$ cat src/rtl/hazard_ctrl.sv
`default_nettype none
// ============================================================================
// Module      : hazard_ctrl
// Description : Hazard and scheduling controller for a 5-stage MIPS pipeline.
//               Detects load-use and HI/LO / multi-cycle-unit hazards, drives
//               the PC / IF-ID stall, IF-ID flush and ID-EX bubble, sequences
//               the shared MULT/DIV unit and keeps a saturating stall counter.
// Revision    : 1.0 - initial release
// ============================================================================
module hazard_ctrl #(
  parameter int MULT_CYCLES = 4,
  parameter int DIV_CYCLES  = 32
) (
  input  logic        clk,
  input  logic        rst,
  input  logic        ID_Valid,
  input  logic [5:0]  ID_Op,
  input  logic [5:0]  ID_Funct,
  input  logic [4:0]  ID_Rs,
  input  logic [4:0]  ID_Rt,
  input  logic        EX_MemRead,
  input  logic [4:0]  EX_WriteReg,
  input  logic        Branch_Taken,
  input  logic        Jump,
  output logic        PC_Stall,
  output logic        IF_ID_Stall,
  output logic        IF_ID_Flush,
  output logic        ID_EX_Flush,
  output logic        MD_Start,
  output logic        MD_IsDiv,
  output logic        MD_Busy,
  output logic        MD_Done,
  output logic [31:0] Stall_Count
);

  // The busy counter only has to hold the larger of the two reload values.
  localparam int C_MAX_CYCLES = (DIV_CYCLES > MULT_CYCLES) ? DIV_CYCLES : MULT_CYCLES;
  localparam int C_CNT_W      = (C_MAX_CYCLES > 1) ? $clog2(C_MAX_CYCLES) : 1;

  localparam logic [C_CNT_W-1:0] C_MULT_LOAD = C_CNT_W'(MULT_CYCLES - 1);
  localparam logic [C_CNT_W-1:0] C_DIV_LOAD  = C_CNT_W'(DIV_CYCLES - 1);

  localparam logic [5:0] C_OP_RTYPE = 6'h00;
  localparam logic [5:0] C_OP_BEQ   = 6'h04;
  localparam logic [5:0] C_OP_BNE   = 6'h05;
  localparam logic [5:0] C_OP_SW    = 6'h2B;

  typedef enum logic [1:0] {
    MD_IDLE = 2'd0,
    MD_BUSY = 2'd1,
    MD_DONE = 2'd2
  } md_state_e;

  md_state_e            state_q, state_d;
  logic [C_CNT_W-1:0]   cnt_q, cnt_d;
  logic [31:0]          stall_count_q, stall_count_d;

  logic w_is_md;
  logic w_is_hilo;
  logic w_uses_rt;
  logic w_load_use;
  logic w_md_hazard;
  logic w_stall;

  // Decode the ID instruction and derive the combined pipeline stall.
  always_comb begin
    w_is_md     = 1'b0;
    w_is_hilo   = 1'b0;
    w_uses_rt   = 1'b0;
    w_load_use  = 1'b0;
    w_md_hazard = 1'b0;
    w_stall     = 1'b0;

    w_is_md   = ID_Valid && (ID_Op == C_OP_RTYPE) &&
                (ID_Funct inside {6'h18, 6'h19, 6'h1A, 6'h1B});
    w_is_hilo = ID_Valid && (ID_Op == C_OP_RTYPE) &&
                (ID_Funct inside {6'h10, 6'h11, 6'h12, 6'h13});
    // Loads and immediates carry their destination in rt, so rt is only a
    // source for R-type, branches that compare rs/rt, and stores.
    w_uses_rt = ID_Valid &&
                ((ID_Op == C_OP_RTYPE) || (ID_Op == C_OP_BEQ) ||
                 (ID_Op == C_OP_BNE)   || (ID_Op == C_OP_SW));

    // Register 0 is hardwired, so a load targeting it never creates a hazard.
    w_load_use = EX_MemRead && (EX_WriteReg != 5'd0) &&
                 ((EX_WriteReg == ID_Rs) || (w_uses_rt && (EX_WriteReg == ID_Rt)));

    // HI/LO readers and new MD ops wait until the unit is back in IDLE,
    // which also holds them through the DONE cycle where HI/LO is written.
    w_md_hazard = (w_is_md || w_is_hilo) && (state_q != MD_IDLE);

    w_stall = w_load_use || w_md_hazard;
  end

  // Pipeline control outputs; a stall suppresses the control-hazard flush.
  always_comb begin
    PC_Stall    = w_stall;
    IF_ID_Stall = w_stall;
    ID_EX_Flush = w_stall;
    IF_ID_Flush = (Branch_Taken || Jump) && !w_stall;
    Stall_Count = stall_count_q;
  end

  // MD unit FSM next-state, busy counter and handshake outputs.
  always_comb begin
    state_d  = state_q;
    cnt_d    = cnt_q;
    MD_Start = 1'b0;
    MD_IsDiv = 1'b0;
    MD_Busy  = 1'b0;
    MD_Done  = 1'b0;

    case (state_q)
      MD_IDLE: begin
        // Issue only when the op is not itself held back by a load-use stall.
        if (w_is_md && !w_load_use) begin
          MD_Start = 1'b1;
          MD_IsDiv = ID_Funct[1];
          cnt_d    = ID_Funct[1] ? C_DIV_LOAD : C_MULT_LOAD;
          state_d  = MD_BUSY;
        end
      end
      MD_BUSY: begin
        MD_Busy = 1'b1;
        if (cnt_q == '0) begin
          state_d = MD_DONE;
        end else begin
          cnt_d = cnt_q - 1'b1;
        end
      end
      MD_DONE: begin
        MD_Busy = 1'b1;
        MD_Done = 1'b1;
        state_d = MD_IDLE;
      end
      default: begin
        state_d = MD_IDLE;
        cnt_d   = '0;
      end
    endcase
  end

  // Saturating stall-cycle counter next value.
  always_comb begin
    stall_count_d = stall_count_q;
    if (w_stall && (stall_count_q != 32'hFFFF_FFFF)) begin
      stall_count_d = stall_count_q + 32'd1;
    end
  end

  // State registers; reset aborts any in-flight MD op without a done pulse.
  always_ff @(posedge clk) begin
    if (rst) begin
      state_q       <= MD_IDLE;
      cnt_q         <= '0;
      stall_count_q <= 32'd0;
    end else begin
      state_q       <= state_d;
      cnt_q         <= cnt_d;
      stall_count_q <= stall_count_d;
    end
  end

endmodule
`default_nettype wire
$ cat config.mk
export PLATFORM = sky130hd
export DESIGN_NAME = hazard_ctrl
export DESIGN_NICKNAME = d
export VERILOG_FILES = /design/src/rtl/hazard_ctrl.sv
export SDC_FILE = /design/constraint.sdc
export NUM_CORES = 1
export LEC_CHECK = 0
export CORE_UTILIZATION = 40
export CTS_CLUSTER_SIZE = 16
export DETAILED_ROUTE_END_ITERATION = 16
export GPL_TIMING_DRIVEN = 0
export PLACE_DENSITY = 0.76
export SLEW_MARGIN = 20
export SYNTH_ARGS = -nofsm -noshare
export SYNTH_HDL_FRONTEND = slang
export SYNTH_SLANG_ARGS = --single-unit
$ cat constraint.sdc
create_clock -name clk -period 5.4 [get_ports clk]
set_clock_uncertainty 0.1 [all_clocks]
set_input_delay 1.08 -clock clk [delete_from_list [all_inputs] [get_ports clk]]
set_output_delay 1.08 -clock clk [all_outputs]
set_load 0.03 [all_outputs]
==> impl_metrics.ini <==
[cells_and_area]
fin_nets = 403
syn_to_final_growth_pct = 37.5
final_common_cell = clkdlybuf4s50_1
drive_gt1_frac = 0.0683
diodes = 0
final_cell_mix = clkdlybuf4s50_1 (70), dfxtp_1 (39), a21oi_1 (32), o21ai_0 (21), or3_1 (18)

[setup_path]
crit_path_frequent_cell = clkdlybuf4s50_1
critPathTopFamily = buffers and inverters
rrSetupSlack_ns = 2.75
path_depth = 9
criticalPathCategory = primary input to output port
r2r-start = Stall_Count[4]
cpPeakStageDelay_ns = 0.68
reg2regPathDepth = 8
path_max_fanout = 10
endpoint_kind = output port
r2r_end = Stall_Count[27]
cp.required_ns = 4.22
cp-start-kind = primary input
worstPathBufferInverterCount = 4
cp_slowest_cell = clkdlybuf4s50_1
arrival_ns = 3.97
crit_start = EX_WriteReg[1]
path_cells = clkdlybuf4s50_1, or4_4, o211ai_2, o21ai_0, nor2_2, clkbuf_2, inv_1, nor2_1, clkdlybuf4s50_1

[clock_tree]
clockBufferDepth = 2
insertion_delay_ns = 0.30
cts-root-buf = clkbuf_8
ctsHoldBuffers = 0
numCtsBuffers = 5
clk_pin_slew_ns = 0.08
cts_sinks = 39
htreeDepth = 2
cts_tree = done

[floorplan]
core_mm2 = 0.00557
rows = 27
die_height_um = 78.4
die_area_mm2 = 0.00615
start_util = 0.419
ios = 73
die_w_um = 78.4

[place]
portBuffers = 70
dp_hpwl_um = 4580
gp_congestion = 0.799

[timing]
tightestPinTransition_ns = 0.684
fin_setup_tns_ns = 0
rsz0062_at_grt = no
period_share = 0.954
finalSetupViolations = 0
post-route-min-period_ns = 5.15
slew_viol_final = 0
fmax_mhz = 194
maxSlewHeadroom = 0.542
finalHoldViolCount = 0

[power]
p_leak_nw = 1.03
powerDensity_mw_per_mm2 = 173
power_frac_comb = 0.124
total_power_mw = 0.556
clockPowerShare = 0.356
seqPwrFrac = 0.520
swShare = 0.253
max-vdd-ir-drop_v = 0.0000922
intPower_mw = 0.415
p_sw_mw = 0.141

[detailed_routing]
post_drt_wl_per_cell_um = 13.8
num_vias = 2474
drc_errors = 0
drtIter0Drc = 147
firstDrtPassIters = 4
ant_nets = 0
wl_um = 6040
avgViaCountPerCell = 5.65

[global_routing]
grt.overflow.total = 0
first_global_vias = 2242
grt_max_degree = 12
grt_antenna_before_repair = 0
grt_use_total = 0.203
grt_first_pass_wirelength_um = 9950

[synthesis]
avgSynthCellArea_um2 = 8.11
syn_area_mm2 = 0.00233
ys_seq_area_frac = 0.334
synth_cell_type_count = 45
synth-main-ff-cell = dfxtp_1
yosys_warnings = 0
async_flop_share = 0
synth_edf_count = 0
synth_fp_nets = 326
syn_inst = 288
synth_seq_cells = 39

[min_path]
min_to = Stall_Count[10]
whs_path_depth = 2
hold_class = flip-flop to flip-flop
hold_path_startpoint = Stall_Count[10]

[outcome]
status = completed

[run]
max_cap_viol_count = 0
## metal layers
layer / vias up / wire length (um) / global-route usage
met5: - / 0 / 0
met4: 0 / 76 / 0.0722
met3: 7 / 415 / 0.0523
met2: 94 / 2960 / 0.349
met1: 1136 / 2590 / 0.243
li1: 1237 / - / -
## how the worst max path moves through the flow
stage	endpoint
6_report	IF_ID_Flush
5_1_grt	IF_ID_Flush
4_1_cts	IF_ID_Flush
3_5_place_dp	IF_ID_Flush
3_3_place_gp	IF_ID_Flush
2_1_floorplan	IF_ID_Flush
## tightest hold or removal path: stages, from the launching register on
cell and delay, ns:
dfxtp_1 0.34, o31ai_1 0.07, a21oi_1 0.06
## stage by stage
stage	utilization	instances	hold WS [ns]	setup slack, ns	instance area, um^2
after floorplan	-	288	0.399	1.15	2330
after global placement	0.561	430	0.389	0.0446	3130
after detailed placement	0.561	430	0.388	0.0222	3130
after CTS	0.575	438	0.401	0.0150	3210
after global routing	0.576	438	0.435	0.0624	3210
final	0.576	438	0.405	0.251	3210
## repair_timing
| action | in CTS | in global routing |
|---|---|---|
| endpoints found under the setup margin | 0 | 4 |
| resized for setup | 0 | 3 |
| buffers inserted | 0 | 0 |
## flip-flops by register name (all words and copies together) (netlist names)
name / flops
Stall_Count: 32
cnt_q: 5
state_q: 2
## power groups by stage
| stage | registers [mW] | clock network, mW | logic (mW) |
|---|---|---|---|
| after floorplan | 0.296 | 0 | 0.0330 |
| after global placement | 0.296 | 0 | 0.0685 |
| after detailed placement | 0.296 | 0 | 0.0693 |
| after CTS | 0.289 | 0.199 | 0.0695 |
| after global routing | 0.289 | 0.212 | 0.0748 |
| final | 0.289 | 0.198 | 0.0692 |
## Yosys cell counts (2+ instances only)
master | n | area (um^2)
a211o_1 | 2 | 17.5
a211oi_1 | 3 | 22.5
a21oi_1 | 32 | 160
a22oi_1 | 2 | 15.0
and3_1 | 5 | 31.3
buf_2 | 3 | 15.0
buf_4 | 2 | 15.0
clkbuf_1 | 6 | 22.5
dfxtp_1 | 39 | 781
ha_1 | 5 | 62.6
inv_1 | 11 | 41.3
mux2i_1 | 2 | 20.0
nand2_1 | 11 | 41.3
nand2b_1 | 3 | 18.8
nand3_1 | 14 | 70.1
nand4_1 | 15 | 93.8
nor2_1 | 18 | 67.6
nor2b_1 | 6 | 37.5
nor3_1 | 6 | 30.0
nor4_1 | 6 | 37.5
nor4_4 | 2 | 42.5
nor4b_1 | 3 | 26.3
o21a_1 | 7 | 52.6
o21ai_0 | 21 | 105
o31a_1 | 2 | 17.5
o31ai_1 | 5 | 37.5
o41ai_1 | 3 | 26.3
or2_2 | 3 | 18.8
or3_1 | 18 | 113
or4_1 | 7 | 52.6
or4b_1 | 2 | 20.0
xnor2_1 | 8 | 70.1
xor2_1 | 4 | 35.0
## cell type report
| type | count | area [um^2] |
|---|---|---|
| Timing Repair Buffer | 70 | 701 |
| Tap cell | 72 | 90.1 |
| Clock buffer | 7 | 76.3 |
| Inverter | 11 | 41.3 |
| Fill cell | 524 | 2360 |
| Multi-Input combinational cell | 226 | 1460 |
| Buffer | 12 | 57.6 |
| Clock inverter | 1 | 5.00 |
| Sequential cell | 39 | 781 |
## cells by family after synthesis
kind of cell    share of synthesized area
compound gates                      0.219
buf+inv                            0.0418
mux                                0.0198
xor+xnor                           0.0450
simple gates                        0.314
fa+ha+maj                          0.0268
flops                               0.334
No activity file was read; power rests on OpenSTA's default activity.
